<file path="config.mk">
export PLATFORM = sky130hd
export DESIGN_NAME = ptw_port_arbiter_flat
export DESIGN_NICKNAME = d
export VERILOG_FILES = /design/src/rtl/ptw_port_arbiter_if.sv /design/src/rtl/ptw_port_arbiter.sv /design/src/flat_wrapper.sv
export SDC_FILE = /design/constraint.sdc
export NUM_CORES = 1
export LEC_CHECK = 0
export ABC_AREA = 0
export CAP_MARGIN = 20
export CELL_PAD_IN_SITES_DETAIL_PLACEMENT = 1
export CELL_PAD_IN_SITES_GLOBAL_PLACEMENT = 1
export CORE_AREA = 2 2 185 187
export DETAILED_ROUTE_END_ITERATION = 10
export DIE_AREA = 0 0 187 189
export PLACE_DENSITY_LB_ADDON = 0.1
export SLEW_MARGIN = 30
export SYNTH_ARGS = -nofsm -noshare
export SYNTH_HDL_FRONTEND = slang
export SYNTH_SLANG_ARGS = --single-unit
export TNS_END_PERCENT = 10
</file>
<file path="constraint.sdc">
create_clock -name clk -period 2.5 [get_ports clk]
set_input_delay 0.5 -clock clk [delete_from_list [all_inputs] [get_ports clk]]
set_output_delay 0.5 -clock clk [all_outputs]
set_load 0.05 [all_outputs]
</file>
<file path="src/rtl/ptw_port_arbiter_if.sv">
// rtl/ptw_port_arbiter_if.sv - page-walk request/response port shared by TLB and MMU sides
// master drives the request level and receives the one-cycle response strobe.
interface ptw_port_arbiter_if #(
  parameter int ADDR_W = 64,
  parameter int PERM_W = 8
);
  logic              req_valid;
  logic [ADDR_W-1:0] req_addr;
  logic              resp_valid;
  logic [ADDR_W-1:0] resp_addr;
  logic [PERM_W-1:0] resp_perm;

  modport master (output req_valid, req_addr, input resp_valid, resp_addr, resp_perm);
  modport slave  (input req_valid, req_addr, output resp_valid, resp_addr, resp_perm);
endinterface

</file>
<file path="src/rtl/ptw_port_arbiter.sv">
// rtl/ptw_port_arbiter.sv - round-robin arbiter sharing one MMU page-walk port between I-TLB and D-TLB
// Grants one walk at a time, routes the response to the owner only, counts walks per port.
module ptw_port_arbiter #(
  parameter int ADDR_W = 64,
  parameter int CNT_W  = 32
) (
  input  logic               clk,
  input  logic               reset,
  ptw_port_arbiter_if.slave  itlb,
  ptw_port_arbiter_if.slave  dtlb,
  ptw_port_arbiter_if.master mmu,
  output logic [CNT_W-1:0]   itlb_walks,
  output logic [CNT_W-1:0]   dtlb_walks
);
  typedef enum logic [1:0] {IDLE, BUSY_I, BUSY_D, DRAIN} state_t;

  state_t            state, state_nxt;
  logic              walk_valid, walk_valid_nxt;
  logic [ADDR_W-1:0] walk_addr, walk_addr_nxt;
  logic              last_d, last_d_nxt;
  logic [CNT_W-1:0]  icnt_nxt, dcnt_nxt;
  logic              grant_d, i_resp, d_resp;

  always_ff @(posedge clk) begin
    if (reset) begin
      state      <= IDLE;
      walk_valid <= 1'b0;
      walk_addr  <= '0;
      last_d     <= 1'b0;
      itlb_walks <= '0;
      dtlb_walks <= '0;
    end else begin
      state      <= state_nxt;
      walk_valid <= walk_valid_nxt;
      walk_addr  <= walk_addr_nxt;
      last_d     <= last_d_nxt;
      itlb_walks <= icnt_nxt;
      dtlb_walks <= dcnt_nxt;
    end
  end

  always_comb begin
    state_nxt      = state;
    walk_valid_nxt = walk_valid;
    walk_addr_nxt  = walk_addr;
    last_d_nxt     = last_d;
    icnt_nxt       = itlb_walks;
    dcnt_nxt       = dtlb_walks;
    grant_d        = 1'b0;
    i_resp         = 1'b0;
    d_resp         = 1'b0;
    unique case (state)
      IDLE: begin
        // On a tie the port that did not win last time goes first.
        grant_d = dtlb.req_valid && (!itlb.req_valid || !last_d);
        if (grant_d) begin
          state_nxt      = BUSY_D;
          walk_valid_nxt = 1'b1;
          walk_addr_nxt  = dtlb.req_addr;
          last_d_nxt     = 1'b1;
          if (!(&dtlb_walks)) dcnt_nxt = dtlb_walks + CNT_W'(1);
        end else if (itlb.req_valid) begin
          state_nxt      = BUSY_I;
          walk_valid_nxt = 1'b1;
          walk_addr_nxt  = itlb.req_addr;
          last_d_nxt     = 1'b0;
          if (!(&itlb_walks)) icnt_nxt = itlb_walks + CNT_W'(1);
        end
      end
      BUSY_I: begin
        if (mmu.resp_valid) begin
          i_resp         = itlb.req_valid;
          walk_valid_nxt = 1'b0;
          state_nxt      = IDLE;
        end else if (!itlb.req_valid) begin
          state_nxt = DRAIN;
        end
      end
      BUSY_D: begin
        if (mmu.resp_valid) begin
          d_resp         = dtlb.req_valid;
          walk_valid_nxt = 1'b0;
          state_nxt      = IDLE;
        end else if (!dtlb.req_valid) begin
          state_nxt = DRAIN;
        end
      end
      DRAIN: begin
        if (mmu.resp_valid) begin
          walk_valid_nxt = 1'b0;
          state_nxt      = IDLE;
        end
      end
    endcase
  end

  assign mmu.req_valid   = walk_valid;
  assign mmu.req_addr    = walk_addr;
  assign itlb.resp_valid = i_resp && !reset;
  assign dtlb.resp_valid = d_resp && !reset;
  assign itlb.resp_addr  = mmu.resp_addr;
  assign itlb.resp_perm  = mmu.resp_perm;
  assign dtlb.resp_addr  = mmu.resp_addr;
  assign dtlb.resp_perm  = mmu.resp_perm;

  // A completion with no walk outstanding is an MMU protocol error.
  always_ff @(posedge clk) begin
    if (!reset && state == IDLE) assert (!mmu.resp_valid);
  end
endmodule

</file>
<file path="src/flat_wrapper.sv">
// flat-port wrapper written by rule: the top's interface ports become plain ports
module ptw_port_arbiter_flat 
#(
  parameter int ADDR_W = 64,
  parameter int CNT_W  = 32
)
  (clk, reset, itlb_walks, dtlb_walks, itlb_req_valid, itlb_req_addr, itlb_resp_valid, itlb_resp_addr, itlb_resp_perm, dtlb_req_valid, dtlb_req_addr, dtlb_resp_valid, dtlb_resp_addr, dtlb_resp_perm, mmu_req_valid, mmu_req_addr, mmu_resp_valid, mmu_resp_addr, mmu_resp_perm);
  ptw_port_arbiter_if #(.ADDR_W(ADDR_W), .PERM_W((8))) itlb_i ();
  ptw_port_arbiter_if #(.ADDR_W(ADDR_W), .PERM_W((8))) dtlb_i ();
  ptw_port_arbiter_if #(.ADDR_W(ADDR_W), .PERM_W((8))) mmu_i ();
  input  logic clk;
  input  logic reset;
  output logic [CNT_W-1:0] itlb_walks;
  output logic [CNT_W-1:0] dtlb_walks;
  input wire logic [$bits(itlb_i.req_valid)-1:0] itlb_req_valid;
  input wire logic [$bits(itlb_i.req_addr)-1:0] itlb_req_addr;
  output wire logic [$bits(itlb_i.resp_valid)-1:0] itlb_resp_valid;
  output wire logic [$bits(itlb_i.resp_addr)-1:0] itlb_resp_addr;
  output wire logic [$bits(itlb_i.resp_perm)-1:0] itlb_resp_perm;
  input wire logic [$bits(dtlb_i.req_valid)-1:0] dtlb_req_valid;
  input wire logic [$bits(dtlb_i.req_addr)-1:0] dtlb_req_addr;
  output wire logic [$bits(dtlb_i.resp_valid)-1:0] dtlb_resp_valid;
  output wire logic [$bits(dtlb_i.resp_addr)-1:0] dtlb_resp_addr;
  output wire logic [$bits(dtlb_i.resp_perm)-1:0] dtlb_resp_perm;
  output wire logic [$bits(mmu_i.req_valid)-1:0] mmu_req_valid;
  output wire logic [$bits(mmu_i.req_addr)-1:0] mmu_req_addr;
  input wire logic [$bits(mmu_i.resp_valid)-1:0] mmu_resp_valid;
  input wire logic [$bits(mmu_i.resp_addr)-1:0] mmu_resp_addr;
  input wire logic [$bits(mmu_i.resp_perm)-1:0] mmu_resp_perm;
  assign itlb_i.req_valid = itlb_req_valid;
  assign itlb_i.req_addr = itlb_req_addr;
  assign itlb_resp_valid = itlb_i.resp_valid;
  assign itlb_resp_addr = itlb_i.resp_addr;
  assign itlb_resp_perm = itlb_i.resp_perm;
  assign dtlb_i.req_valid = dtlb_req_valid;
  assign dtlb_i.req_addr = dtlb_req_addr;
  assign dtlb_resp_valid = dtlb_i.resp_valid;
  assign dtlb_resp_addr = dtlb_i.resp_addr;
  assign dtlb_resp_perm = dtlb_i.resp_perm;
  assign mmu_req_valid = mmu_i.req_valid;
  assign mmu_req_addr = mmu_i.req_addr;
  assign mmu_i.resp_valid = mmu_resp_valid;
  assign mmu_i.resp_addr = mmu_resp_addr;
  assign mmu_i.resp_perm = mmu_resp_perm;
  ptw_port_arbiter #(.ADDR_W(ADDR_W), .CNT_W(CNT_W)) u_core (.clk(clk), .reset(reset), .itlb(itlb_i), .dtlb(dtlb_i), .mmu(mmu_i), .itlb_walks(itlb_walks), .dtlb_walks(dtlb_walks));
endmodule
</file>
==> impl_metrics.py, run 1 <==
metrics = {
    "job": {
        "cap_violations": 0,
    },
    "setup_path": {
        "endpoint_kind": "primary output",
        "crit_type": "register to primary output",
        "crit_path_start_kind": "register",
        "crit_fanout": 9,
        "reg2reg_depth": 5,
        "r2r-end": "u_core.dtlb_walks[30]",
        "worstSetupPathDepth": 1,
        "arrival_ps": 1790,
        "reg2reg_slack_ps": 360,
        "path_cells": "clkdlybuf4s50_1",
        "endpoint": "itlb_walks[23]",
        "cpMaxStageDelayCell": "clkdlybuf4s50_1",
        "cpPeakStageDelay_ps": 870,
        "rr_startpoint": "u_core.dtlb_walks[17]",
        "path_buf_inv": 1,
        "worst_path_dominant_cell_family": "buffers and inverters",
        "required_ps": 2000,
        "startpoint": "u_core.itlb_walks[23]",
    },
    "floorplanning": {
        "die_area_um2": 35300,
        "rows": 67,
        "die_y_um": 189,
        "die_w_um": 187,
        "start_util_pct": 22.1,
        "core_um2": 33300,
        "ios": 480,
    },
    "global_route": {
        "grt_pass1_wl_mm": 38.4,
        "grt_overflow": 0,
        "grt_util_met2_pct": 22.2,
        "gr-usage-met1_pct": 16.3,
        "antenna_found_initial": 0,
        "grt_pass1_vias": 6711,
        "grt_max_degree": 59,
        "busiest_layer": "met2",
        "globalRouteMet3Util_pct": 7.30,
        "track_usage_pct": 13.9,
    },
    "clock_tree": {
        "clk_latency_ps": 430,
        "cts_buffer_depth": 2,
        "cts_root_buf": "clkbuf_16",
        "cts_tree": "done",
        "cts_setup_buffers": 0,
        "cts_sinks": 132,
        "clk_pin_slew_ps": 60,
        "cts_buffers": 17,
        "cts_resized": 0,
        "cts_max_level": 4,
        "ctsHoldBuffers": 0,
    },
    "yosys": {
        "ys.flop_type": "dfxtp_1",
        "ys_seq_elements": 132,
        "synth.largest_area_cell": "dfxtp_1",
        "synth_area_um2": 7350,
        "async_flop_share_pct": 0,
        "postSynthCellCount": 857,
        "synth.top_cell.area_share_pct": 35.9,
        "yosys_warnings": 0,
        "syn_nets": 1069,
        "ys_top_cells_by_area": "dfxtp_1 (36%), buf_4 (15%), mux2i_1 (8.9%)",
        "synth-seq-area-share_pct": 35.9,
        "syn_area_per_cell_um2": 8.58,
        "yosysUniqueCellTypes": 47,
        "synth-edff-count": 0,
    },
    "sta": {
        "maxSlewHeadroom_pct": 55.7,
        "final_hold_viol_count": 0,
        "finalCritPeriodShare_pct": 91.8,
        "clock_skew_ps": 14.3,
        "fmax_mhz": 436,
        "whs_ps": 409,
        "maxSlewViolCount": 0,
        "rsz0062_at_grt": "false",
        "worstMarginPinSlew_ps": 662,
        "setup_violations": 0,
        "min_period_ps": 2290,
    },
    "power_and_ir_drop": {
        "cellLeakagePower_nw": 3.72,
        "irDropWorstVdd_mv": 0.491,
        "p_per_area_nw_per_um2": 859,
        "power_mw": 8.98,
    },
    "drt": {
        "wl_per_cell_um": 17.1,
        "vias": 6578,
        "drcViolationCount": 0,
        "totalWireLength_mm": 24.9,
        "ant_nets": 0,
        "dr.pass1.iters": 4,
        "vias_per_cell": 4.52,
        "drt_iter0_drc": 180,
    },
    "cells_and_area": {
        "finish.instance_area_um2": 10400,
        "drive_above_1_share_pct": 9.33,
        "mostFrequentLayoutCells": "clkdlybuf4s50_1 (260), dfxtp_1 (132), nor2_1 (77)",
        "fill_cells": 3800,
        "area_delta_synth_final_pct": 42.1,
        "final_net_count": 1208,
        "final_common_cell": "clkdlybuf4s50_1",
        "antenna_cells": 0,
    },
    "worst_hold_path": {
        "hp-class": "input port to register",
        "worstHoldPathCells": 2,
    },
    "placement": {
        "placed_area_um2": 9800,
        "io_buffers": 263,
        "dpl.hpwl_mm": 18.9,
        "gp_congestion": 0.698,
    },
    "run_status": {
        "status": "completed",
    },
}
worst min path at each step:
stage / startpoint / to
after detailed placement: u_core.itlb_walks[5] / u_core.itlb_walks[5]
after CTS: reset / u_core.itlb_walks[31]
after global routing: reset / u_core.dtlb_walks[5]
final: reset / u_core.itlb_walks[31]
after floorplan: u_core.last_d / u_core.last_d
after global placement: u_core.itlb_walks[5] / u_core.itlb_walks[5]
sequential cells by signal, summed over array words and instances, names as in the netlist:
signal	flops
u_core.mmu.req_addr	64
u_core.dtlb_walks	32
u_core.itlb_walks	32
u_core.state	2
u_core.last_d	1
u_core.mmu.req_valid	1
metal layers:
layer / vias to the layer above / wire length [um]
li1: 3234 / -
met1: 3108 / 10700
met2: 221 / 11400
met3: 15 / 2610
met4: 0 / 212
met5: - / 0
metrics by stage:
stage / setup TNS [ps] / util [%] / worst slack, ps / cells
2_1_floorplan: 0 / - / 116 / 857
3_3_place_gp: -298 / 29.4 / -45.1 / 1425
3_5_place_dp: -386 / 29.4 / -52.8 / 1425
4_1_cts: 0 / 31.4 / 162 / 1456
5_1_grt: 0 / 31.4 / 114 / 1456
6_report: 0 / 31.4 / 205 / 1456
where the power goes:
part           internal (mW)  switching, mW  leakage [nW]
sequential              2.46          0.207          1.08
clock                   1.84          0.994         0.312
combinational           1.29           2.19          2.33
total                   5.59           3.39          3.72
logic make-up after synthesis:
group / count (synthesis) / synth area share (%)
AOI/OAI and AO/OA: 188 / 16.4
xor gates and xnor gates: 5 / 0.596
adders and majority gates: 7 / 1.19
buffers and inverters: 201 / 17.8
DFF: 132 / 35.9
muxes: 67 / 9.16
and+or+nand+nor: 257 / 19.0
cells in the mapped netlist (2+ instances only):
master and number:
clkbuf_1 41, nor3_1 3, a211oi_1 67, o31a_1 2, nor2_1 77, nand2_1 27
buf_2 9, a21oi_1 53, nand3_1 30, buf_4 144, a21o_1 2, nor2b_1 7
and4_1 9, and3_1 10, xnor2_1 3, inv_1 7, o21ba_1 2, o31ai_1 17
a22oi_1 2, nand4_1 19, or4_1 16, nor3b_1 2, mux2i_1 65, or3_1 38
xor2_1 2, nor4_1 4, ha_1 7, and4b_1 2, dfxtp_1 132, o21ai_0 37
and2_1 5
area by class of cell:
cell class	count	area, um2	share of cell area [%]
Clock buffer	22	474	4.54
Clock inverter	9	175	1.68
Inverter	7	26.3	0.251
Tap cell	448	561	5.37
Timing Repair Buffer	314	3150	30.1
Multi-Input combinational cell	524	3420	32.8
Sequential cell	132	2640	25.3
No activity file was read; power rests on OpenSTA's default activity.
==> run 2, diff against run 1 <==
--- a/config.mk
+++ b/config.mk
@@ -12,6 +12,7 @@
 export CORE_AREA = 2 2 185 187
 export DETAILED_ROUTE_END_ITERATION = 10
 export DIE_AREA = 0 0 187 189
+export GPL_TIMING_DRIVEN = 0
 export PLACE_DENSITY_LB_ADDON = 0.1
 export SLEW_MARGIN = 30
 export SYNTH_ARGS = -nofsm -noshare
==> run 2 against run 1 <==
Core utilization rose by 6.8 points. Fmax fell by 5.7%. Non-clock buffer count rose by 289. Critical endpoint is now dtlb_resp_valid. Largest cell class is now buffers.
==> impl_metrics.py, run 2 (same netlist as run 1, synthesis figures left out) <==
metrics = {
    "setup_path": {
        "cpPeakStageDelay_ps": 530,
        "arrival_ps": 1930,
        "crit_path_start_kind": "input port",
        "reg2reg_slack_ps": 100,
        "path_buf_inv": 4,
        "path_cells": "clkdlybuf4s50_1 > clkbuf_8 > clkbuf_2 > and4b_1 > clkbuf_4",
        "r2r-end": "u_core.dtlb_walks[8]",
        "rr_startpoint": "u_core.dtlb_walks[15]",
        "worst_path_dominant_cell_family": "buffers and inverters",
        "endpoint_kind": "primary output",
        "crit_type": "input port to primary output",
        "required_ps": 2000,
        "crit_fanout": 10,
        "reg2reg_depth": 7,
        "cpMaxStageDelayCell": "clkdlybuf4s50_1",
    },
    "drt": {
        "totalWireLength_mm": 30.8,
        "drt_iter0_drc": 235,
        "vias": 7755,
        "vias_per_cell": 4.44,
        "drcViolationCount": 0,
        "dr.pass1.iters": 4,
        "ant_nets": 0,
        "wl_per_cell_um": 17.6,
    },
    "worst_hold_path": {
        "worstHoldPathCells": 2,
        "whs_endpoint": "u_core.mmu.req_addr[60]",
        "worstHoldStart": "u_core.mmu.req_addr[60]",
        "hp-class": "register to register",
    },
    "sta": {
        "worstMarginPinSlew_ps": 720,
        "maxSlewHeadroom_pct": 52.0,
        "finalCritPeriodShare_pct": 97.3,
        "whs_ps": 499,
        "fmax_mhz": 411,
        "finalWorstSetupSlack_ps": 66.5,
        "timing.setup.tns_ps": 0,
        "min_period_ps": 2430,
        "rsz0062_at_grt": "true",
        "setup_violations": 0,
        "maxSlewViolCount": 0,
        "clock_skew_ps": 14.0,
        "final_hold_viol_count": 0,
    },
    "placement": {
        "dp_cells": 1712,
        "placed_area_um2": 12000,
        "dpl.hpwl_mm": 24.5,
        "post-place-ws_ps": -1000,
        "io_buffers": 407,
        "gp_congestion": 0.744,
    },
    "clock_tree": {
        "ctsHoldBuffers": 0,
        "cts_buffers": 17,
        "clk_latency_ps": 420,
        "cts_max_level": 4,
        "cts_root_buf": "clkbuf_16",
        "cts_sinks": 132,
        "cts_tree": "done",
        "cts_buffer_depth": 2,
        "clk_pin_slew_ps": 60,
    },
    "cells_and_area": {
        "area_delta_synth_final_pct": 72.8,
        "final_net_count": 1497,
        "final_cells": 1746,
        "regArea_um2": 2640,
        "final_common_cell": "clkdlybuf4s50_1",
        "antenna_cells": 0,
        "drive_above_1_share_pct": 16.6,
        "multi_input_area_um2": 3440,
        "fin_util_pct": 38.2,
        "finish.instance_area_um2": 12700,
        "largest_reg_flops": 64,
        "mostFrequentLayoutCells": "clkdlybuf4s50_1 (405), buf_4 (147), dfxtp_1 (132)",
        "fill_cells": 3867,
    },
    "power_and_ir_drop": {
        "cellLeakagePower_nw": 4.81,
        "irDropWorstVdd_mv": 0.491,
        "power_mw": 9.74,
        "p_per_area_nw_per_um2": 767,
    },
    "global_route": {
        "antenna_found_initial": 4,
        "grt_pass1_vias": 8073,
        "track_usage_pct": 17.0,
        "grt_max_degree": 17,
        "grt_pass1_wl_mm": 46.8,
        "grt_overflow": 0,
    },
    "floorplanning": {
        "rows": 67,
        "core_um2": 33300,
        "die_w_um": 187,
        "die_y_um": 189,
        "start_util_pct": 22.1,
        "die_area_um2": 35300,
        "ios": 480,
    },
    "job": {
        "cap_violations": 0,
    },
    "run_status": {
        "status": "completed",
    },
}
==> run 2: cell types whose count changed in the layout (fill, tap and decap cells not counted), sizes merged <==
| cell | delta |
|---|---|
| buf | +101 |
| inv | +1 |
| clkdlybuf4s50 | +145 |
| clkbuf | +41 |
| clkinv | +4 |
| bufinv | -1 |
| clkinvlp | -1 |
==> run 2: tightest hold or removal path, stage by stage, from the launching register on <==
cell,delay [ps]
dfxtp_1,310
nor2_1,100
a211oi_1,50
==> run 2: cell type report <==
cell class	instances	area share (%)
Clock buffer	20	3.60
Tap cell	448	4.41
Buffer	194	10.4
Sequential cell	132	20.8
Inverter	7	0.207
Clock inverter	12	1.40
Timing Repair Buffer	409	32.2
Multi-Input combinational cell	524	27.1
==> run 2: power breakdown <==
group	internal (mW)	switching, mW
clock network	1.73	1.04
logic	1.52	2.80
registers	2.46	0.197
==> run 2: timing repair <==
action,4_1_cts,5_1_grt
pin swaps,2,1
setup endpoints to repair,49,109
setup buffers,2,0
cloned,0,0
hold endpoints to repair,0,0
gates resized for setup,26,21
==> run 2: how the worst max path moves through the flow <==
stage,start,end,cells past startpoint
after floorplan,u_core.itlb_walks[24],u_core.itlb_walks[21],7
after global placement,reset,dtlb_resp_valid,5
after detailed placement,reset,itlb_resp_valid,5
after CTS,reset,itlb_resp_valid,5
after global routing,u_core.dtlb_walks[15],u_core.dtlb_walks[6],7
final,reset,dtlb_resp_valid,5
==> run 2: metal layers <==
layer	track usage, %	vias to the layer above	share of wire, %
met1	18.8	3652	40
met3	7.14	20	8.7
met5	0	-	0.13
met4	3.66	6	0.86
li1	-	3831	-
met2	30.4	246	50
